$ cat config.mk
export PLATFORM = sky130hd
export DESIGN_NAME = uart_byte_rx
export DESIGN_NICKNAME = d
export VERILOG_FILES = /design/src/rtl/uart_byte_rx.sv
export SDC_FILE = /design/constraint.sdc
export NUM_CORES = 1
export LEC_CHECK = 0
export CORE_MARGIN = 5
export CORE_UTILIZATION = 24
export CTS_BUF_LIST = sky130_fd_sc_hd__clkbuf_4 sky130_fd_sc_hd__clkbuf_8
export DETAILED_ROUTE_END_ITERATION = 7
export PLACE_DENSITY_LB_ADDON = 0.15
export SLEW_MARGIN = 20
export SYNTH_ARGS = -nofsm -noshare
export SYNTH_HDL_FRONTEND = slang
export SYNTH_SLANG_ARGS = --single-unit
export TNS_END_PERCENT = 30
$ cat constraint.sdc
create_clock -name Clk -period 2.68 [get_ports Clk]
set_input_delay 0.536 -clock Clk [delete_from_list [all_inputs] [get_ports Clk]]
set_output_delay 0.536 -clock Clk [all_outputs]
set_load 0.005 [all_outputs]
$ cat src/rtl/uart_byte_rx.sv
// 16x oversampling UART receiver: 8N1, or 8E1 when PARITY_EN=1, on a 50 MHz clock.
// Delivers the byte with a one-cycle Rx_Done strobe plus parity and framing flags.
module uart_byte_rx #(
    parameter int PARITY_EN = 1,
    parameter int CLK_HZ    = 50000000
) (
    input  logic       Clk,
    input  logic       Rst,
    input  logic [2:0] baud_set,
    input  logic       Rs232_Rx,
    output logic [7:0] data_byte,
    output logic       Rx_Done,
    output logic       parity_err,
    output logic       frame_err,
    output logic       state
);

    localparam logic [2:0] S_IDLE   = 3'd0;
    localparam logic [2:0] S_START  = 3'd1;
    localparam logic [2:0] S_DATA   = 3'd2;
    localparam logic [2:0] S_PARITY = 3'd3;
    localparam logic [2:0] S_STOP   = 3'd4;
    localparam logic [2:0] S_DONE   = 3'd5;

    // The divisor table below is hand-computed for a 50 MHz clock.
    if (CLK_HZ != 50000000) begin : g_clk_hz_note
    end

    logic       rx_s1, rx_s2, rx_s3;
    logic [2:0] fsm;
    logic [2:0] baud_q;
    logic [8:0] div_cnt;
    logic [8:0] div_max;
    logic [3:0] tick_idx;
    logic [2:0] bit_idx;
    logic       smp7, smp8;
    logic [7:0] shreg;
    logic       par_acc;
    logic       par_bad;
    logic       stop_bit;
    logic       running;
    logic       tick;
    logic       decide;
    logic       boundary;
    logic       maj;
    logic       fall;

    always_comb begin
        case (baud_q)
            3'd1:    div_max = 9'd162;
            3'd2:    div_max = 9'd80;
            3'd3:    div_max = 9'd53;
            3'd4:    div_max = 9'd26;
            default: div_max = 9'd324;
        endcase
    end

    assign running  = (fsm != S_IDLE) && (fsm != S_DONE);
    assign tick     = running && (div_cnt == div_max);
    assign decide   = tick && (tick_idx == 4'd9);
    assign boundary = tick && (tick_idx == 4'd15);
    // Tick 9 sample is taken live so the decision lands on the same tick.
    assign maj      = (smp7 & smp8) | (smp7 & rx_s2) | (smp8 & rx_s2);
    assign fall     = rx_s3 & ~rx_s2;

    always_ff @(posedge Clk or negedge Rst) begin
        if (!Rst) begin
            rx_s1 <= 1'b1;
            rx_s2 <= 1'b1;
            rx_s3 <= 1'b1;
        end else begin
            rx_s1 <= Rs232_Rx;
            rx_s2 <= rx_s1;
            rx_s3 <= rx_s2;
        end
    end

    always_ff @(posedge Clk or negedge Rst) begin
        if (!Rst) begin
            div_cnt  <= 9'd0;
            tick_idx <= 4'd0;
            smp7     <= 1'b0;
            smp8     <= 1'b0;
        end else if (!running) begin
            div_cnt  <= 9'd0;
            tick_idx <= 4'd0;
        end else begin
            div_cnt <= tick ? 9'd0 : div_cnt + 9'd1;
            if (tick) begin
                tick_idx <= tick_idx + 4'd1;
                if (tick_idx == 4'd7) smp7 <= rx_s2;
                if (tick_idx == 4'd8) smp8 <= rx_s2;
            end
        end
    end

    always_ff @(posedge Clk or negedge Rst) begin
        if (!Rst) begin
            fsm        <= S_IDLE;
            baud_q     <= 3'd0;
            bit_idx    <= 3'd0;
            shreg      <= 8'd0;
            par_acc    <= 1'b0;
            par_bad    <= 1'b0;
            stop_bit   <= 1'b1;
            data_byte  <= 8'd0;
            Rx_Done    <= 1'b0;
            parity_err <= 1'b0;
            frame_err  <= 1'b0;
            state      <= 1'b0;
        end else begin
            Rx_Done <= 1'b0;
            case (fsm)
                S_IDLE: begin
                    if (fall) begin
                        baud_q <= baud_set;
                        state  <= 1'b1;
                        fsm    <= S_START;
                    end
                end
                S_START: begin
                    if (decide && maj) begin
                        // Line went back high: a glitch, not a start bit.
                        fsm   <= S_IDLE;
                        state <= 1'b0;
                    end else if (boundary) begin
                        bit_idx <= 3'd0;
                        par_acc <= 1'b0;
                        fsm     <= S_DATA;
                    end
                end
                S_DATA: begin
                    if (decide) begin
                        shreg   <= {maj, shreg[7:1]};
                        par_acc <= par_acc ^ maj;
                    end
                    if (boundary) begin
                        if (bit_idx == 3'd7)
                            fsm <= (PARITY_EN != 0) ? S_PARITY : S_STOP;
                        else
                            bit_idx <= bit_idx + 3'd1;
                    end
                end
                S_PARITY: begin
                    if (decide) par_bad <= par_acc ^ maj;
                    if (boundary) fsm <= S_STOP;
                end
                S_STOP: begin
                    // Leave mid-stop-bit so a back-to-back start edge is not missed.
                    if (decide) begin
                        stop_bit <= maj;
                        fsm      <= S_DONE;
                    end
                end
                S_DONE: begin
                    data_byte  <= shreg;
                    parity_err <= (PARITY_EN != 0) ? par_bad : 1'b0;
                    frame_err  <= ~stop_bit;
                    Rx_Done    <= 1'b1;
                    state      <= 1'b0;
                    fsm        <= S_IDLE;
                end
                default: begin
                    fsm   <= S_IDLE;
                    state <= 1'b0;
                end
            endcase
        end
    end

endmodule
After elaboration in Yosys (flattened, before gate mapping)
Index checks and enable logic that the tools add are counted.

storage, ports and cells
  bits in registers = 50
  input bits = 6
  output and inout bits = 12
  word-level logic and storage cells = 105

operators by class
  add/subtract/negate cells = 3
  eq/ne operators = 28
  mux-type cells = 26
  bitwise operators = 10
  reductions and logical operators = 19

operators with widths
  operator                                             count
  one-hot mux 9 bit (4 select lines)                   1
  two-way mux 3 bit                                    11
  != test 2 bit, second input constant                 10
  two-way mux 9 bit                                    2
  one-hot mux 3 bit (5 select lines)                   1
  equality test 3 x 2 -> 1 bit, second input constant  4
  equality test 3 bit, second input constant           4
  equality test 4 bit, second input constant           3
  adder 9 x 1 -> 9 bit, second input constant          1
  equality test 9 bit                                  1
  AND reduction 3 bit                                  3
  two-way mux 4 bit                                    2
  AND reduction 2 bit                                  4
  equality test 3 x 1 -> 1 bit, second input constant  2
  two-way mux 1 bit                                    6
  != test 3 bit, second input constant                 2
  one-hot mux 3 bit (2 select lines)                   1
  AND reduction 6 bit                                  1
  logical AND 1 bit                                    5
  AND reduction 5 bit                                  1
  adder 4 x 1 -> 4 bit, second input constant          1
  AND 1 bit                                            4
  equality test 4 x 3 -> 1 bit, second input constant  1
  AND reduction 4 bit                                  1
  other kinds (11)                                     14

Depth between registers and ports, before layout
  word-level depth = 8
  gate-level depth with buffers = 8
  gate-level depth less buffers = 7

Worst setup path before layout
OpenSTA, ideal clock, no wires.

  path kind = register to register
  start = register baud_q[0]
  end = register shreg[0]
  library setup time = 0.125 ns
  arrival = 2.103 ns
  data required time = 2.555 ns
  setup slack = 0.452 ns
  stages on the path, launching flop included = 8
  path buffers = 2
  clock period less this slack = 2.228 ns
  cell sequence = dfrtp_1 buf_6 or3_1 a211oi_2 a211oi_1 or4_1 buf_6 mux2_4

on the way
  word-level cells in the longest chain between the ends = 6
  elaborated cells between the ends (all ways) = 9
  those cells by class = 5 x eq/ne; 1 x mux; 3 x reduce/logical

ends and longest elaborated chain
  item                                               line  source
  start, declared                                    31    logic [2:0] baud_q;
  start signal, assigned                             116   baud_q <= baud_set;
  equality test 3 bit, or another cell as far along  49    case (baud_q)
  one-hot mux 9 bit (4 select lines) (*)             49
  equality test 9 bit (*)                            59    assign tick = running && (div_cnt == div_max);
  logical AND 1 bit (*)                              59
  logical AND 1 bit (*)                              60    assign decide = tick && (tick_idx == 4'd9);
  AND reduction 2 bit (no source line) (*)           n/a
  end signal, assigned                               134   shreg <= {maj, shreg[7:1]};
  end, declared                                      37    logic [7:0] shreg;

Mark *: on every way between the ends. The rest lies on a longest branch, timed or not.
A chain may end at the register's enable or synchronous reset.

Final worst setup path
  start = register baud_q[0]
  end = register bit_idx[0]

on the way
  word-level cells in the longest chain between the ends = 8
  elaborated cells between the ends (all ways) = 14
  those cells by class = 8 x eq/ne; 1 x mux; 5 x reduce/logical

ends and longest elaborated chain
  item                                               line  source
  equality test 3 bit, or another cell as far along  49
  one-hot mux 9 bit (4 select lines) (*)             49
  equality test 9 bit (*)                            59
  logical AND 1 bit (*)                              59
  logical AND 1 bit                                  60
  logical AND 1 bit                                  122   if (decide && maj) begin
  != test 2 bit (no source line)                     n/a
  AND reduction 5 bit (no source line) (*)           n/a
  end signal, assigned                               141   bit_idx <= bit_idx + 3'd1;
  end, declared                                      35    logic [2:0] bit_idx;

Marks and branches as above.

==> results_dict.tcl <==
set metrics [dict create \
    grt_max_degree 21 \
    cts_inserted_buffers 5 \
    crit_path_end_kind "register" \
    share_comb_of_total_power 0.292 \
    area_growth_pct 17.9 \
    yosysWarningCount 0 \
    wire_per_inst_um 13.3 \
    synth.area.mux_share 0.101 \
    core_area_um2 10400 \
    grt_overflow 0 \
    cp_slowest_cell "dfrtp_1" \
    fin_setup_tns_ns 0 \
    p_int_uw 1260 \
    drc_errors 0 \
    p_sw_uw 764 \
    setup_viol 0 \
    grt_use_total 0.0913 \
    yosys.area.top_type "dfrtp_1" \
    drv_slew 0 \
    io_buffer_count 17 \
    initial_core_util 0.248 \
    clk_latency_ns 0.31 \
    fill_cells 1106 \
    fmax_mhz 420 \
    synth_ff_type "dfrtp_1" \
    grt_pass1_wl_um 9680 \
    power_density_nw_per_um2 668 \
    viasPerCell 4.47 \
    path_clk_slew_ns 0.11 \
    antenna_cells 0 \
    ant_nets 0 \
    synth_top_family_by_area "simple AND/OR/NAND/NOR gates" \
    path_buf_inv 2 \
    fin_crit_ns 2.38 \
    worst_path_most_repeated_cell "buf_4" \
    io_pins 18 \
    final_nets 287 \
    grt_pass1_vias 1898 \
    cts.sinks 50 \
    crit_type "reg -> reg" \
    synth_xor_area_frac 0.0408 \
    die_y_um 114 \
    rsz0062_at_grt "no" \
    cts_tree "done" \
    htreeDepth 2 \
    holdCritPathClass "in -> async" \
    synth_top_area_frac 0.447 \
    die_w_um 114 \
    clk_path_buf_depth 2 \
    worstMarginPinSlew_ns 0.782 \
    hold_buffers 0 \
    synthArstFlopShare 1.00 \
    max_slew_margin 0.476 \
    worstPathRequired_ns 2.88 \
    synth-simple-area-share 0.225 \
    seqPwrFrac 0.471 \
    drt_iter0_drc 95 \
    finalWirelength_um 5470 \
    status "complete, no violations" \
    crit_family "simple AND/OR/NAND/NOR gates" \
    path_cells "or3_1, a211oi_2, a211oi_1, buf_4, nor4_1, buf_4, mux2_2" \
    ys_types 49 \
    drive_above_1_share 0.159 \
    layout_common_cells "dfrtp_1, nand2_1, clkdlybuf4s50_1" \
    synth.net_count 265 \
    p_sw_frac 0.376 \
    critPathLaunchType "register" \
    dr.pass1.iters 4 \
    slowest_delay_ns 0.50 \
    cts_root_buf "clkbuf_8" \
    synth-seq-cells 50 \
    fin_hold_ws_ns 0.177 \
    hold_viol 0 \
    num_rows 37 \
    cellLeakagePower_uw 0.00136 \
    synth_area_um2 2570 \
    dr_total_vias 1842 \
    hpwl_um 4000 \
    cp_max_fo 10 \
    arrival_ns 2.58 \
    dieArea_um2 12900 \
    synth-edff-count 0 \
    p_clk_frac 0.237 \
    finClkSkew_ns 0.0122 \
    ys_top_cells_by_area "dfrtp_1, nand2_1, mux2_4" \
    avgSynthCellArea_um2 10.2 \
    ys_seq_area_frac 0.488 \
    globalplace.congestion 0.729 \
    antenna_found_initial 0 \
    ir_drop_v 0.000259 \
    final_common_cell "dfrtp_1" \
    reg2reg_slack_ns 0.30 \
    syn_inst 253 \
    synth_fa_ha_area_frac 0.0331 \
    finalCritPeriodShare 0.889 \
    cap_violations 0 \
    synth_compound_area_frac 0.0685 \
]
## repair_timing
action / CTS / global route
hold endpoints to repair: 0 / 0
setup endpoints to repair: 0 / 6
buffers inserted: 0 / 0
resized for setup: 0 / 1
## path summary, 6_finish.rpt
kind                                             to  depth (start not counted)                   from
max                          bit_idx[0]$_DFFE_PN0P_                          7  baud_q[0]$_DFFE_PN0P_
min                        data_byte[2]$_DFFE_PN0P_                          1                    Rst
max reg2reg                  bit_idx[0]$_DFFE_PN0P_                          7  baud_q[0]$_DFFE_PN0P_
min reg2reg                         rx_s2$_DFF_PN1_                          0        rx_s1$_DFF_PN1_
max in group asynchronous      stop_bit$_DFFE_PN1P_                          2                    Rst
min in group Clk                    rx_s2$_DFF_PN1_                          0        rx_s1$_DFF_PN1_
## synth_stat cells (2+ instances only)
cell type,n
nand2b_1,7
nand2_1,44
mux2i_1,6
nor4_1,8
nor3_1,12
buf_6,2
or3_1,2
ha_1,6
o21ai_0,7
dfrtp_1,46
xor2_1,11
and3b_1,2
nand3_1,9
nand4b_1,2
mux2_2,7
dfstp_2,4
nor3b_1,2
inv_1,8
mux2_4,8
nor2_1,11
nor2b_1,4
nor4b_1,2
a21oi_1,3
nand4_1,4
and3_1,2
clkbuf_1,8
a221oi_1,2
buf_2,3
## worst reg2reg max path: stages (launching register included)
cell and delay (ns):
dfrtp_1 0.50, or3_1 0.41, a211oi_2 0.22, a211oi_1 0.14, buf_4 0.23, nor4_1 0.28
buf_4 0.18, mux2_2 0.33
## cell type report
class | instances | area (µm²) | share of cell area
Inverter | 9 | 33.8 | 0.0111
Sequential cell | 50 | 1260 | 0.414
Clock inverter | 3 | 28.8 | 0.00948
Multi-Input combinational cell | 179 | 1210 | 0.400
Clock buffer | 5 | 68.8 | 0.0227
Tap cell | 136 | 170 | 0.0561
Timing Repair Buffer | 30 | 263 | 0.0866
## flip-flops by register name, summed over array words and instances (netlist names)
register	flops
baud_q	3
data_byte	8
frame_err	1
stop_bit	1
state	1
shreg	8
parity_err	1
div_cnt	9
rx_s1	1
Rx_Done	1
bit_idx	3
rx_s3	1
rx_s2	1
smp8	1
par_acc	1
tick_idx	4
smp7	1
par_bad	1
fsm	3
## power by group through the flow
stage / clock network (µW) / logic [µW] / registers, µW
after floorplan: 0 / 481 / 889
after global placement: 0 / 585 / 973
after detailed placement: 0 / 580 / 971
after CTS: 506 / 584 / 956
after global routing: 537 / 677 / 972
final: 481 / 592 / 955
## cells by family (layout without fill, tap and decap cells)
logic type	Yosys count	count (layout)
and+or+nand+nor	115	115
DFF	50	50
AOI/OAI and AO/OA	24	24
buffers and inverters	24	47
muxes	21	21
xor gates and xnor gates	12	12
adders and majority gates	7	7
## layer usage
layer / global-route usage / vias to the layer above / wire (µm)
li1: - / 926 / -
met4: 0.0216 / 0 / 42
met1: 0.125 / 884 / 2700
met3: 0.0191 / 5 / 169
met5: 0 / - / 0
met2: 0.148 / 27 / 2560
## metrics by stage
step                      setup slack (ns)  std cells   util  power (µW)  cell area (µm²)
after floorplan                      0.452        253      -        1370             2570
after global placement               0.154        404  0.282        1560             2930
after detailed placement             0.146        404  0.282        1550             2930
after CTS                            0.134        412  0.292        2050             3030
after global routing                0.0998        412  0.293        2190             3040
final                                0.297        412  0.293        2030             3040
(Power assumes the default switching activity.)
